<file path="src/rtl/zz_pingpong_ctrl_if.sv">
// zz_pingpong_ctrl_if
//   Bundles the raster input stream, the zigzag scanner handshake and the
//   zigzag-order output stream of the ping-pong coefficient buffer.
//   Modports:
//     slave  - buffer side (takes raster data and scanner coordinates,
//              drives in_ready, zz_start, the output stream and scan_err)
//     master - environment side (source, scanner and sink)
//   Signals: in_data/in_valid/in_ready, zz_start, zz_x/zz_y/zz_valid/zz_done,
//            out_data/out_valid/out_sob/out_eob, out_ready, scan_err.
interface zz_pingpong_ctrl_if #(
  parameter int COL = 8,
  parameter int ROW = 8,
  parameter int DW  = 12
);
  localparam int XW = $clog2(COL);
  localparam int YW = $clog2(ROW);

  logic [DW-1:0] in_data;
  logic          in_valid;
  logic          in_ready;
  logic          zz_start;
  logic [XW-1:0] zz_x;
  logic [YW-1:0] zz_y;
  logic          zz_valid;
  logic          zz_done;
  logic [DW-1:0] out_data;
  logic          out_valid;
  logic          out_sob;
  logic          out_eob;
  logic          out_ready;
  logic          scan_err;

  modport slave (
    input  in_data, in_valid,
    output in_ready,
    output zz_start,
    input  zz_x, zz_y, zz_valid, zz_done,
    output out_data, out_valid, out_sob, out_eob,
    input  out_ready,
    output scan_err
  );

  modport master (
    output in_data, in_valid,
    input  in_ready,
    input  zz_start,
    output zz_x, zz_y, zz_valid, zz_done,
    input  out_data, out_valid, out_sob, out_eob,
    output out_ready,
    input  scan_err
  );
endinterface

</file>
<file path="src/rtl/zz_pingpong_ctrl.sv">
// zz_pingpong_ctrl
//   Ping-pong coefficient buffer and scan sequencer in front of the zigzag
//   address generator. Raster-order COLxROW blocks are written into two banks;
//   a full bank starts the external scanner, and the bank is read at the
//   scanner's (x,y) to emit the block in zigzag order.
//   Ports:
//     clk  - clock, rising edge
//     rst  - asynchronous, active-high reset
//     bus  - zz_pingpong_ctrl_if.slave (input stream, scanner handshake,
//            output stream, scan_err)
//   Optional: define ZZ_SCAN_CHK_EN to build the scan-sequence checker that
//   drives the sticky scan_err flag; otherwise scan_err is tied low.
//
//   Read FSM states
//   state | meaning
//   IDLE  | waiting for full[rbank] and out_ready
//   START | one-cycle zz_start pulse to the scanner
//   SCAN  | reading rbank at scanner (x,y) until zz_done
module zz_pingpong_ctrl #(
  parameter int COL = 8,
  parameter int ROW = 8,
  parameter int DW  = 12
) (
  input logic            clk,
  input logic            rst,
  zz_pingpong_ctrl_if.slave bus
);
  localparam int N  = COL * ROW;
  localparam int AW = $clog2(N);

  typedef enum logic [1:0] {IDLE, START, SCAN} state_t;

  state_t        state, state_n;
  logic [DW-1:0] mem [2*N];
  logic [1:0]    full, full_n;
  logic          wbank, rbank;
  logic [AW-1:0] wcnt;
  logic [AW:0]   rcnt;
  logic          wr_fire, wr_last;
  logic          rd_fire, rel;
  logic          zz_start_c;

  // Writer owns full[wbank]==0 banks only, so the read side never sees a
  // bank that is still being filled.
  assign bus.in_ready = !rst && !full[wbank];
  assign wr_fire      = bus.in_valid && bus.in_ready;
  assign wr_last      = wr_fire && (wcnt == AW'(N - 1));
  assign bus.zz_start = zz_start_c;

  always_ff @(posedge clk) begin
    if (wr_fire) mem[{wbank, wcnt}] <= bus.in_data;
  end

  always_ff @(posedge clk or posedge rst) begin
    if (rst) state <= IDLE;
    else     state <= state_n;
  end

  always_comb begin
    state_n    = state;
    zz_start_c = 1'b0;
    rd_fire    = 1'b0;
    rel        = 1'b0;
    case (state)
      IDLE:  if (full[rbank] && bus.out_ready) state_n = START;
      START: begin
        zz_start_c = 1'b1;
        state_n    = SCAN;
      end
      SCAN: begin
        rd_fire = bus.zz_valid;
        if (bus.zz_done) begin
          rel     = 1'b1;
          state_n = IDLE;
        end
      end
      default: state_n = IDLE;
    endcase
  end

  // Fill of one bank and release of the other can land in the same cycle.
  always_comb begin
    full_n = full;
    if (wr_last) full_n[wbank] = 1'b1;
    if (rel)     full_n[rbank] = 1'b0;
  end

  always_ff @(posedge clk or posedge rst) begin
    if (rst) begin
      full          <= 2'b00;
      wbank         <= 1'b0;
      rbank         <= 1'b0;
      wcnt          <= '0;
      rcnt          <= '0;
      bus.out_valid <= 1'b0;
      bus.out_sob   <= 1'b0;
      bus.out_eob   <= 1'b0;
      bus.out_data  <= '0;
    end else begin
      full <= full_n;
      if (wr_fire) wcnt <= wr_last ? '0 : wcnt + AW'(1);
      if (wr_last) wbank <= ~wbank;
      if (rel)          rcnt <= '0;
      else if (rd_fire) rcnt <= rcnt + (AW+1)'(1);
      if (rel) rbank <= ~rbank;
      bus.out_valid <= rd_fire;
      bus.out_sob   <= rd_fire && (rcnt == '0);
      bus.out_eob   <= rd_fire && (rcnt == (AW+1)'(N - 1));
      // {y,x} is y*COL+x because COL is a power of two.
      if (rd_fire) bus.out_data <= mem[{rbank, bus.zz_y, bus.zz_x}];
    end
  end

`ifdef ZZ_SCAN_CHK_EN
  logic          err_q, err_set;
  logic [AW:0]   tmo;
  logic [AW:0]   rcnt_inc;

  // Count includes a read landing in the same cycle as zz_done.
  assign rcnt_inc = rcnt + {{AW{1'b0}}, rd_fire};

  // tmo is loaded with N+2 in START; reaching 1 in SCAN without zz_done
  // means the scanner overran its window.
  assign err_set = (bus.zz_valid && (state != SCAN))
                || (rel && (rcnt_inc != (AW+1)'(N)))
                || ((state == SCAN) && !bus.zz_done && (tmo == (AW+1)'(1)));

  always_ff @(posedge clk or posedge rst) begin
    if (rst) begin
      err_q <= 1'b0;
      tmo   <= '0;
    end else begin
      if (state == START)                  tmo <= (AW+1)'(N + 2);
      else if ((state == SCAN) && tmo != '0) tmo <= tmo - (AW+1)'(1);
      if (err_set) err_q <= 1'b1;
    end
  end

  assign bus.scan_err = err_q;
`else
  assign bus.scan_err = 1'b0;
`endif
endmodule

</file>
<file path="src/flat_wrapper.sv">
// flat-port wrapper written by rule: the top's interface ports become plain ports
module zz_pingpong_ctrl_flat 
#(
  parameter int COL = 8,
  parameter int ROW = 8,
  parameter int DW  = 12
)
  (clk, rst, bus_in_data, bus_in_valid, bus_in_ready, bus_zz_start, bus_zz_x, bus_zz_y, bus_zz_valid, bus_zz_done, bus_out_data, bus_out_valid, bus_out_sob, bus_out_eob, bus_out_ready, bus_scan_err);
  zz_pingpong_ctrl_if #(.COL(COL), .ROW(ROW), .DW(DW)) bus_i ();
  input logic clk;
  input logic rst;
  input wire logic [$bits(bus_i.in_data)-1:0] bus_in_data;
  input wire logic [$bits(bus_i.in_valid)-1:0] bus_in_valid;
  output wire logic [$bits(bus_i.in_ready)-1:0] bus_in_ready;
  output wire logic [$bits(bus_i.zz_start)-1:0] bus_zz_start;
  input wire logic [$bits(bus_i.zz_x)-1:0] bus_zz_x;
  input wire logic [$bits(bus_i.zz_y)-1:0] bus_zz_y;
  input wire logic [$bits(bus_i.zz_valid)-1:0] bus_zz_valid;
  input wire logic [$bits(bus_i.zz_done)-1:0] bus_zz_done;
  output wire logic [$bits(bus_i.out_data)-1:0] bus_out_data;
  output wire logic [$bits(bus_i.out_valid)-1:0] bus_out_valid;
  output wire logic [$bits(bus_i.out_sob)-1:0] bus_out_sob;
  output wire logic [$bits(bus_i.out_eob)-1:0] bus_out_eob;
  input wire logic [$bits(bus_i.out_ready)-1:0] bus_out_ready;
  output wire logic [$bits(bus_i.scan_err)-1:0] bus_scan_err;
  assign bus_i.in_data = bus_in_data;
  assign bus_i.in_valid = bus_in_valid;
  assign bus_in_ready = bus_i.in_ready;
  assign bus_zz_start = bus_i.zz_start;
  assign bus_i.zz_x = bus_zz_x;
  assign bus_i.zz_y = bus_zz_y;
  assign bus_i.zz_valid = bus_zz_valid;
  assign bus_i.zz_done = bus_zz_done;
  assign bus_out_data = bus_i.out_data;
  assign bus_out_valid = bus_i.out_valid;
  assign bus_out_sob = bus_i.out_sob;
  assign bus_out_eob = bus_i.out_eob;
  assign bus_i.out_ready = bus_out_ready;
  assign bus_scan_err = bus_i.scan_err;
  zz_pingpong_ctrl #(.COL(COL), .ROW(ROW), .DW(DW)) u_core (.clk(clk), .rst(rst), .bus(bus_i));
endmodule
</file>
<file path="config.mk">
export PLATFORM = sky130hd
export DESIGN_NAME = zz_pingpong_ctrl_flat
export DESIGN_NICKNAME = d
export VERILOG_FILES = /design/src/rtl/zz_pingpong_ctrl_if.sv /design/src/rtl/zz_pingpong_ctrl.sv /design/src/flat_wrapper.sv
export SDC_FILE = /design/constraint.sdc
export NUM_CORES = 1
export LEC_CHECK = 0
export BUFFER_PORTS_ARGS = -buffer_cell sky130_fd_sc_hd__clkbuf_2
export CAP_MARGIN = 25
export CORE_ASPECT_RATIO = 0.5
export CORE_MARGIN = 10
export CORE_UTILIZATION = 60
export DETAILED_ROUTE_END_ITERATION = 7
export GPL_TIMING_DRIVEN = 1
export PLACE_DENSITY = 0.78
export SYNTH_ARGS = -nofsm -noshare
export SYNTH_HDL_FRONTEND = slang
export SYNTH_SLANG_ARGS = --single-unit
</file>
<file path="constraint.sdc">
create_clock -name clk -period 4.4 [get_ports clk]
set_input_delay 0.66 -clock clk [delete_from_list [all_inputs] [get_ports clk]]
set_output_delay 0.66 -clock clk [all_outputs]
set_load 0.005 [all_outputs]
</file>
==> results of run 1 <==
[cells in the final DEF (no fill, tap or decap), types with 7 or more instances in the layout]
cell type,instances
sky130_fd_sc_hd__a32o_1,7
sky130_fd_sc_hd__a2111oi_0,8
sky130_fd_sc_hd__nor2_1,173
sky130_fd_sc_hd__nand3_1,17
sky130_fd_sc_hd__nand4_1,14
sky130_fd_sc_hd__nor3_1,9
sky130_fd_sc_hd__a211o_1,18
sky130_fd_sc_hd__a211oi_1,43
sky130_fd_sc_hd__nor2b_1,16
sky130_fd_sc_hd__edfxtp_1,1536
sky130_fd_sc_hd__clkbuf_1,32
sky130_fd_sc_hd__buf_4,211
sky130_fd_sc_hd__mux4_2,348
sky130_fd_sc_hd__clkinv_1,32
sky130_fd_sc_hd__bufinv_16,9
sky130_fd_sc_hd__nand2_1,79
sky130_fd_sc_hd__a22o_1,12
sky130_fd_sc_hd__dfrtp_1,34
sky130_fd_sc_hd__clkbuf_2,25
sky130_fd_sc_hd__clkbuf_16,142
sky130_fd_sc_hd__mux2i_1,153
sky130_fd_sc_hd__buf_12,10
sky130_fd_sc_hd__a22oi_1,37
sky130_fd_sc_hd__clkinv_2,13
sky130_fd_sc_hd__a21oi_1,35
sky130_fd_sc_hd__o22ai_1,54
[routing by layer]
layer	global-route usage	vias to the layer above
li1	-	12200
met1	0.368	16200
met2	0.402	2388
met3	0.0785	382
met4	0.108	2
met5	0	-
[cell type report]
class	instances	area (µm²)
diodes	2	5.00
clock inverters	58	502
multi-input cells	1092	12700
well taps	1344	1680
fillers	5968	32600
repair buffers	250	1960
flip-flops and latches	1570	47000
inverters	7	26.3
clock buffers	174	3670
[critical path, cell delays in order, from the launching register on]
cell and delay (ns):
sky130_fd_sc_hd__dfrtp_1 0.59, sky130_fd_sc_hd__nor2b_1 0.10, sky130_fd_sc_hd__a211oi_1 0.53, sky130_fd_sc_hd__nand2_1 0.20
sky130_fd_sc_hd__nor2_1 0.38, sky130_fd_sc_hd__nand2_2 0.61, sky130_fd_sc_hd__nor2_1 0.76, sky130_fd_sc_hd__buf_4 0.29
[worst max-delay path by stage]
stage                            start                  to  slack, ns  cells past startpoint
after global routing      u_core.wbank   u_core.mem[24][9]       0.59                      7
final                     u_core.wbank   u_core.mem[24][7]       0.61                      7
after global placement             rst   u_core.mem[24][6]       0.69                      7
after floorplan                    rst  u_core.mem[127][0]       1.51                      6
after detailed placement           rst   u_core.mem[24][7]       0.56                      7
after CTS                 u_core.wbank   u_core.mem[24][9]       0.75                      7
[registers in the layout, summed over array words and instances (netlist names)]
| register | count |
|---|---|
| u_core.bus.out_eob | 1 |
| u_core.bus.out_valid | 1 |
| u_core.rbank | 1 |
| u_core.wbank | 1 |
| u_core.mem | 1536 |
| u_core.bus.out_data | 12 |
| u_core.bus.out_sob | 1 |
| u_core.wcnt | 6 |
| u_core.rcnt | 7 |
| u_core.full | 2 |
| u_core.state | 2 |
[power by group through the flow]
stage / registers [mW] / logic (mW) / clock network, mW
floorplan: 16.9 / 0.907 / 0
global placement: 16.9 / 1.61 / 0
detailed placement: 17.0 / 1.64 / 0
CTS: 16.6 / 1.66 / 11.7
global route: 16.6 / 1.76 / 12.3
finish: 16.6 / 1.69 / 11.6
[stage by stage]
step / cells / worst slack [ns] / hold slack [ns] / util / cell area (µm²)
finish: 4497 / 0.606 / 0.123 / 0.674 / 67500
global route: 4495 / 0.591 / 0.142 / 0.674 / 67500
CTS: 4494 / 0.754 / 0.0968 / 0.674 / 67500
detailed placement: 4262 / 0.565 / 0.454 / 0.632 / 63300
global placement: 4261 / 0.691 / 0.437 / 0.632 / 63300
floorplan: 2829 / 1.51 / 0.426 / - / 60500
[kinds of logic after synthesis]
family,after synthesis,share of synthesized area
buffers and inverters,167,0.0149
other,1,0.0000619
AND/OR/NAND/NOR,340,0.0244
adder cells (fa/ha/maj),3,0.000620
flip-flops,1570,0.776
multiplexers,501,0.155
AO/OA/AOI/OAI,236,0.0277
XOR/XNOR,11,0.00159
==> flow_summary.yaml, run 1 <==
route:
  firstDrtPassIters: 8
  route.met3.wl_mm: 20.4
  vias: 31200
  drt-total-wl_mm: 152
  drtAntennaViolNets: 0
  met2_routed_length_mm: 70.5
  viasPerCell: 6.94
  routedLengthMet1_mm: 54.8
  wire_length_per_cell_after_detailed_routing_um: 33.8
  routed.top_layer: "met5"
  detail_route.iter0.violations: 5060
  drt_drc_violations_left: 1
synthesis:
  synthesis.instances: 2829
  synth-seq-area-share: 0.776
  synth_enable_flop_cells: 1536
  yosys.cell_count.top_type: "sky130_fd_sc_hd__edfxtp_1"
  synth_cell_area_um2: 60500
  ys.flop_type: "sky130_fd_sc_hd__edfxtp_1"
  mappedNetlistNets: 2856
  async_set_or_reset_flop_fraction_in_the_synthesized_netlist: 0.0217
  syn_area_per_cell_um2: 21.4
  ys_warnings: 0
  ys_types: 53
  synth.ff_latch_count: 1570
  synth.top_cell.area_share: 0.762
  post_synth_main_area_contributors: "sky130_fd_sc_hd__edfxtp_1 (76%), sky130_fd_sc_hd__mux4_2 (13%), sky130_fd_sc_hd__mux2i_1 (2.5%)"
  synth_top_area_cell: "sky130_fd_sc_hd__edfxtp_1"
  synth_common_cells: "sky130_fd_sc_hd__edfxtp_1 (1,536), sky130_fd_sc_hd__mux4_2 (348), sky130_fd_sc_hd__nor2_1 (175)"
power:
  power.share.clock: 0.388
  design_power_total_mw: 29.9
  static-leakage-power_nw: 21.6
  internal_power_mw: 23.5
  p_switching_mw: 6.46
  power-per-cell-area_nw_per_um2: 444
  switching_share: 0.216
  p_seq_frac: 0.556
  power_frac_comb: 0.057
  vdd_ir_drop_max_v: 0.000321
setup_path:
  worstReg2RegEnd: "u_core.mem[24][7]"
  critPathLaunchType: "flop"
  critical_path_arrival_ns: 4.25
  ff2ff_path_depth: 7
  end_kind: "flop"
  critPathRequiredTime_ns: 4.85
  regToRegStartpoint: "u_core.wbank"
  timing.setup.critical_path_class: "flop to flop"
  crit_fanout: 16
  worst-r2r-setup-slack_ns: 0.61
placement:
  port_buffers: 40
  routabilityCongestion: 0.966
  place_hpwl_mm: 91.4
clocking:
  cts_max_path_buffers: 3
  insertion_delay_ns: 0.76
  cts_root_buffer: "sky130_fd_sc_hd__clkbuf_16"
  htree_levels: 4
  cts_hold_buffers: 0
  tritoncts: "done"
  cts_setup_buffers: 0
  clkSinkCount: 1570
  post_cts_resize_count: 0
  cts_buffers: 133
  clk_pin_slew_ns: 0.07
global_route:
  grt_use_total: 0.266
  maximum_number_of_pins_on_one_net_before_global_route_repair: 84
  globalRouteOverflowTotal: 0
  via_count_of_the_first_global_routing_pass: 31000
  antenna_found_initial: 6
  grt_pass1_wl_mm: 220
die:
  die_x_um: 469
  ioPinCount: 42
  floorplan.initialDensity: 0.605
  rows: 82
  floorplan.die.height_um: 245
  core_area_um2: 100000
  dieArea_um2: 115000
hold_path:
  hold_path.class: "input pin to asynchronous set/reset pin"
timing:
  fin_crit_sh: 0.862
  max_clock_freq_ghz: 0.264
  grt_setup_unrepaired: "no"
  timing.final.max_slew_violations: 0
  slew_limit_headroom: 0.269
  max_slew.worst_pin.slew_ns: 1.07
  post-route-min-period_ns: 3.79
  worst_clk_skew_ns: 0.0421
  count_of_endpoints_failing_setup_in_the_final_report: 0
  final-hold-violation-count: 0
  fin_setup_tns_ns: 0
final_layout:
  num-nets-final: 3081
  p_r_area_growth_vs_syn_pct: 11.5
  share_of_final_layout_standard_cells_stronger_than_drive_strength_1: 0.247
status:
  run_status: "finished with violations"
  failed_checks: "DRC"
flow_run:
  cap_viol_max_count: 0
Note: power is estimated with default switching activity, not from simulation.
==> run 2: changes to the inputs <==
--- a/config.mk
+++ b/config.mk
@@ -12,7 +12,7 @@
 export CORE_UTILIZATION = 60
 export DETAILED_ROUTE_END_ITERATION = 7
 export GPL_TIMING_DRIVEN = 1
-export PLACE_DENSITY = 0.78
+export PLACE_DENSITY = 0.77
 export SYNTH_ARGS = -nofsm -noshare
 export SYNTH_HDL_FRONTEND = slang
 export SYNTH_SLANG_ARGS = --single-unit
==> flow_summary.yaml, run 2 (synthesis results as in run 1) <==
status:
  run_status: "finished, final reports clean"
placement:
  pre_cts_slack_ns: 0.838
  place_hpwl_mm: 90.5
  port_buffers: 40
  routabilityCongestion: 0.933
timing:
  final-hold-violation-count: 0
  slew_limit_headroom: 0.279
  count_of_endpoints_failing_setup_in_the_final_report: 0
  max_clock_freq_ghz: 0.290
  setup_slack_ns: 0.954
  grt_setup_unrepaired: "no"
  fin_crit_sh: 0.783
  max_slew.worst_pin.slew_ns: 1.08
  worst_clk_skew_ns: 0.0217
  post-route-min-period_ns: 3.45
  fin_setup_tns_ns: 0
  timing.final.max_slew_violations: 0
route:
  wire_length_per_cell_after_detailed_routing_um: 32.9
  vias: 31200
  drtAntennaViolNets: 0
  firstDrtPassIters: 6
  drt_drc_violations_left: 0
  detail_route.iter0.violations: 5461
  viasPerCell: 6.90
  drt-total-wl_mm: 149
final_layout:
  number_of_filler_instances_in_the_final_layout: 5984
  largest_reg_flops: 1536
  share_of_final_layout_standard_cells_stronger_than_drive_strength_1: 0.251
  largest_reg_by_ff_count: "u_core.mem"
  top_regs: "u_core.mem (1536), u_core.bus.out_data (12), u_core.rcnt (7)"
  p_r_area_growth_vs_syn_pct: 12.0
  commonest_cells_after_routing_fill_and_taps_aside: "sky130_fd_sc_hd__edfxtp_1 (1,536), sky130_fd_sc_hd__mux4_2 (348), sky130_fd_sc_hd__buf_4 (223)"
  num-nets-final: 3101
  final_common_cell: "sky130_fd_sc_hd__edfxtp_1"
global_route:
  grt_pass1_wl_mm: 217
  antenna_found_initial: 7
  globalRouteOverflowTotal: 0
  via_count_of_the_first_global_routing_pass: 30400
  maximum_number_of_pins_on_one_net_before_global_route_repair: 129
  grt_use_total: 0.260
setup_path:
  critPathLaunchType: "flop"
  critical_path_arrival_ns: 3.89
  crit_fanout: 12
  end_kind: "flop"
  timing.setup.critical_path_class: "flop to flop"
  critPathRequiredTime_ns: 4.84
die:
  rows: 82
  core_area_um2: 100000
  dieArea_um2: 115000
  floorplan.die.height_um: 245
  die_x_um: 469
  ioPinCount: 42
  floorplan.initialDensity: 0.605
power:
  vdd_ir_drop_max_v: 0.000401
  design_power_total_mw: 30.0
  static-leakage-power_nw: 21.8
  power-per-cell-area_nw_per_um2: 442
clocking:
  insertion_delay_ns: 0.74
  cts_max_path_buffers: 3
  clk_pin_slew_ns: 0.07
  cts_setup_buffers: 0
  cts_root_buffer: "sky130_fd_sc_hd__clkbuf_16"
  clkSinkCount: 1570
  cts_buffers: 136
  htree_levels: 4
  post_cts_resize_count: 0
  tritoncts: "done"
hold_path:
  hold_path.class: "input pin to flop"
flow_run:
  cap_viol_max_count: 0
[run 2: cell types whose count changed in the layout (fill, tap and decap cells not counted), sizes merged]
cell,change
buf,+16
clkinv,+3
dlygate4sd3,+1
clkbuf,+6
bufinv,-2
clkinvlp,-2
inv,+1
[run 2: metrics by stage]
stage	cell area [µm²]	utilization	hold WS (ns)	cells
floorplan	60500	-	0.426	2829
finish	67800	0.677	0.165	4520
CTS	67700	0.676	0.119	4516
detailed placement	63500	0.634	0.449	4277
global route	67800	0.677	0.147	4518
global placement	63500	0.634	0.443	4277
[run 2: timing repair]
item | 4_1_cts | 5_1_grt
hold buffers | 1 | 0
endpoints found under the setup margin | 0 | 0
hold endpoints to repair | 7 | 0
[run 2: final cells by class]
class                      count  area, µm²  share of cell area
multi-input combinational   1092      12700               0.187
timing repair buffer         267       2170              0.0321
clock inverter                58        438             0.00646
sequential                  1570      47000               0.693
antenna                        2       5.00           0.0000738
tap                         1344       1680              0.0248
inverter                       7       26.3            0.000388
clock buffer                 180       3800              0.0561
[run 2: power breakdown]
| part | switching [mW] | leakage, nW | internal [mW] |
|---|---|---|---|
| combinational | 1.12 | 5.46 | 0.569 |
| sequential | 0.115 | 14.3 | 16.5 |
| clock | 5.17 | 2.07 | 6.47 |
[run 2: routing by layer]
metal	GRT usage	share of wire	vias to the layer above
met1	0.387	0.38	16200
met5	0	0.00019	-
met2	0.383	0.46	2387
li1	-	-	12300
met3	0.0625	0.13	285
met4	0.0896	0.034	4
[run 2: worst max-delay path: stages (launching register included)]
cell	delay [ns]
sky130_fd_sc_hd__dfrtp_1	0.59
sky130_fd_sc_hd__nor2b_1	0.09
sky130_fd_sc_hd__a211oi_1	0.33
sky130_fd_sc_hd__nand2_1	0.17
sky130_fd_sc_hd__nor2_1	0.34
sky130_fd_sc_hd__nand3_1	0.49
sky130_fd_sc_hd__buf_4	0.41
sky130_fd_sc_hd__nor2_1	0.42
sky130_fd_sc_hd__buf_4	0.28
[run 2: final timing paths]
path                                 start           endpoint  slack, ns  depth (start not counted)
setup / recovery              u_core.wbank  u_core.mem[46][2]       0.95                          8
setup reg to reg              u_core.wbank  u_core.mem[46][2]       0.95                          8
max in group asynchronous              rst    u_core.state[0]       3.14                          4
hold / removal              bus_in_data[6]   u_core.mem[1][6]       0.16                          1
min in group asynchronous              rst     u_core.wcnt[4]       0.48                          3
hold reg to reg            u_core.state[0]    u_core.state[0]       0.46                          1
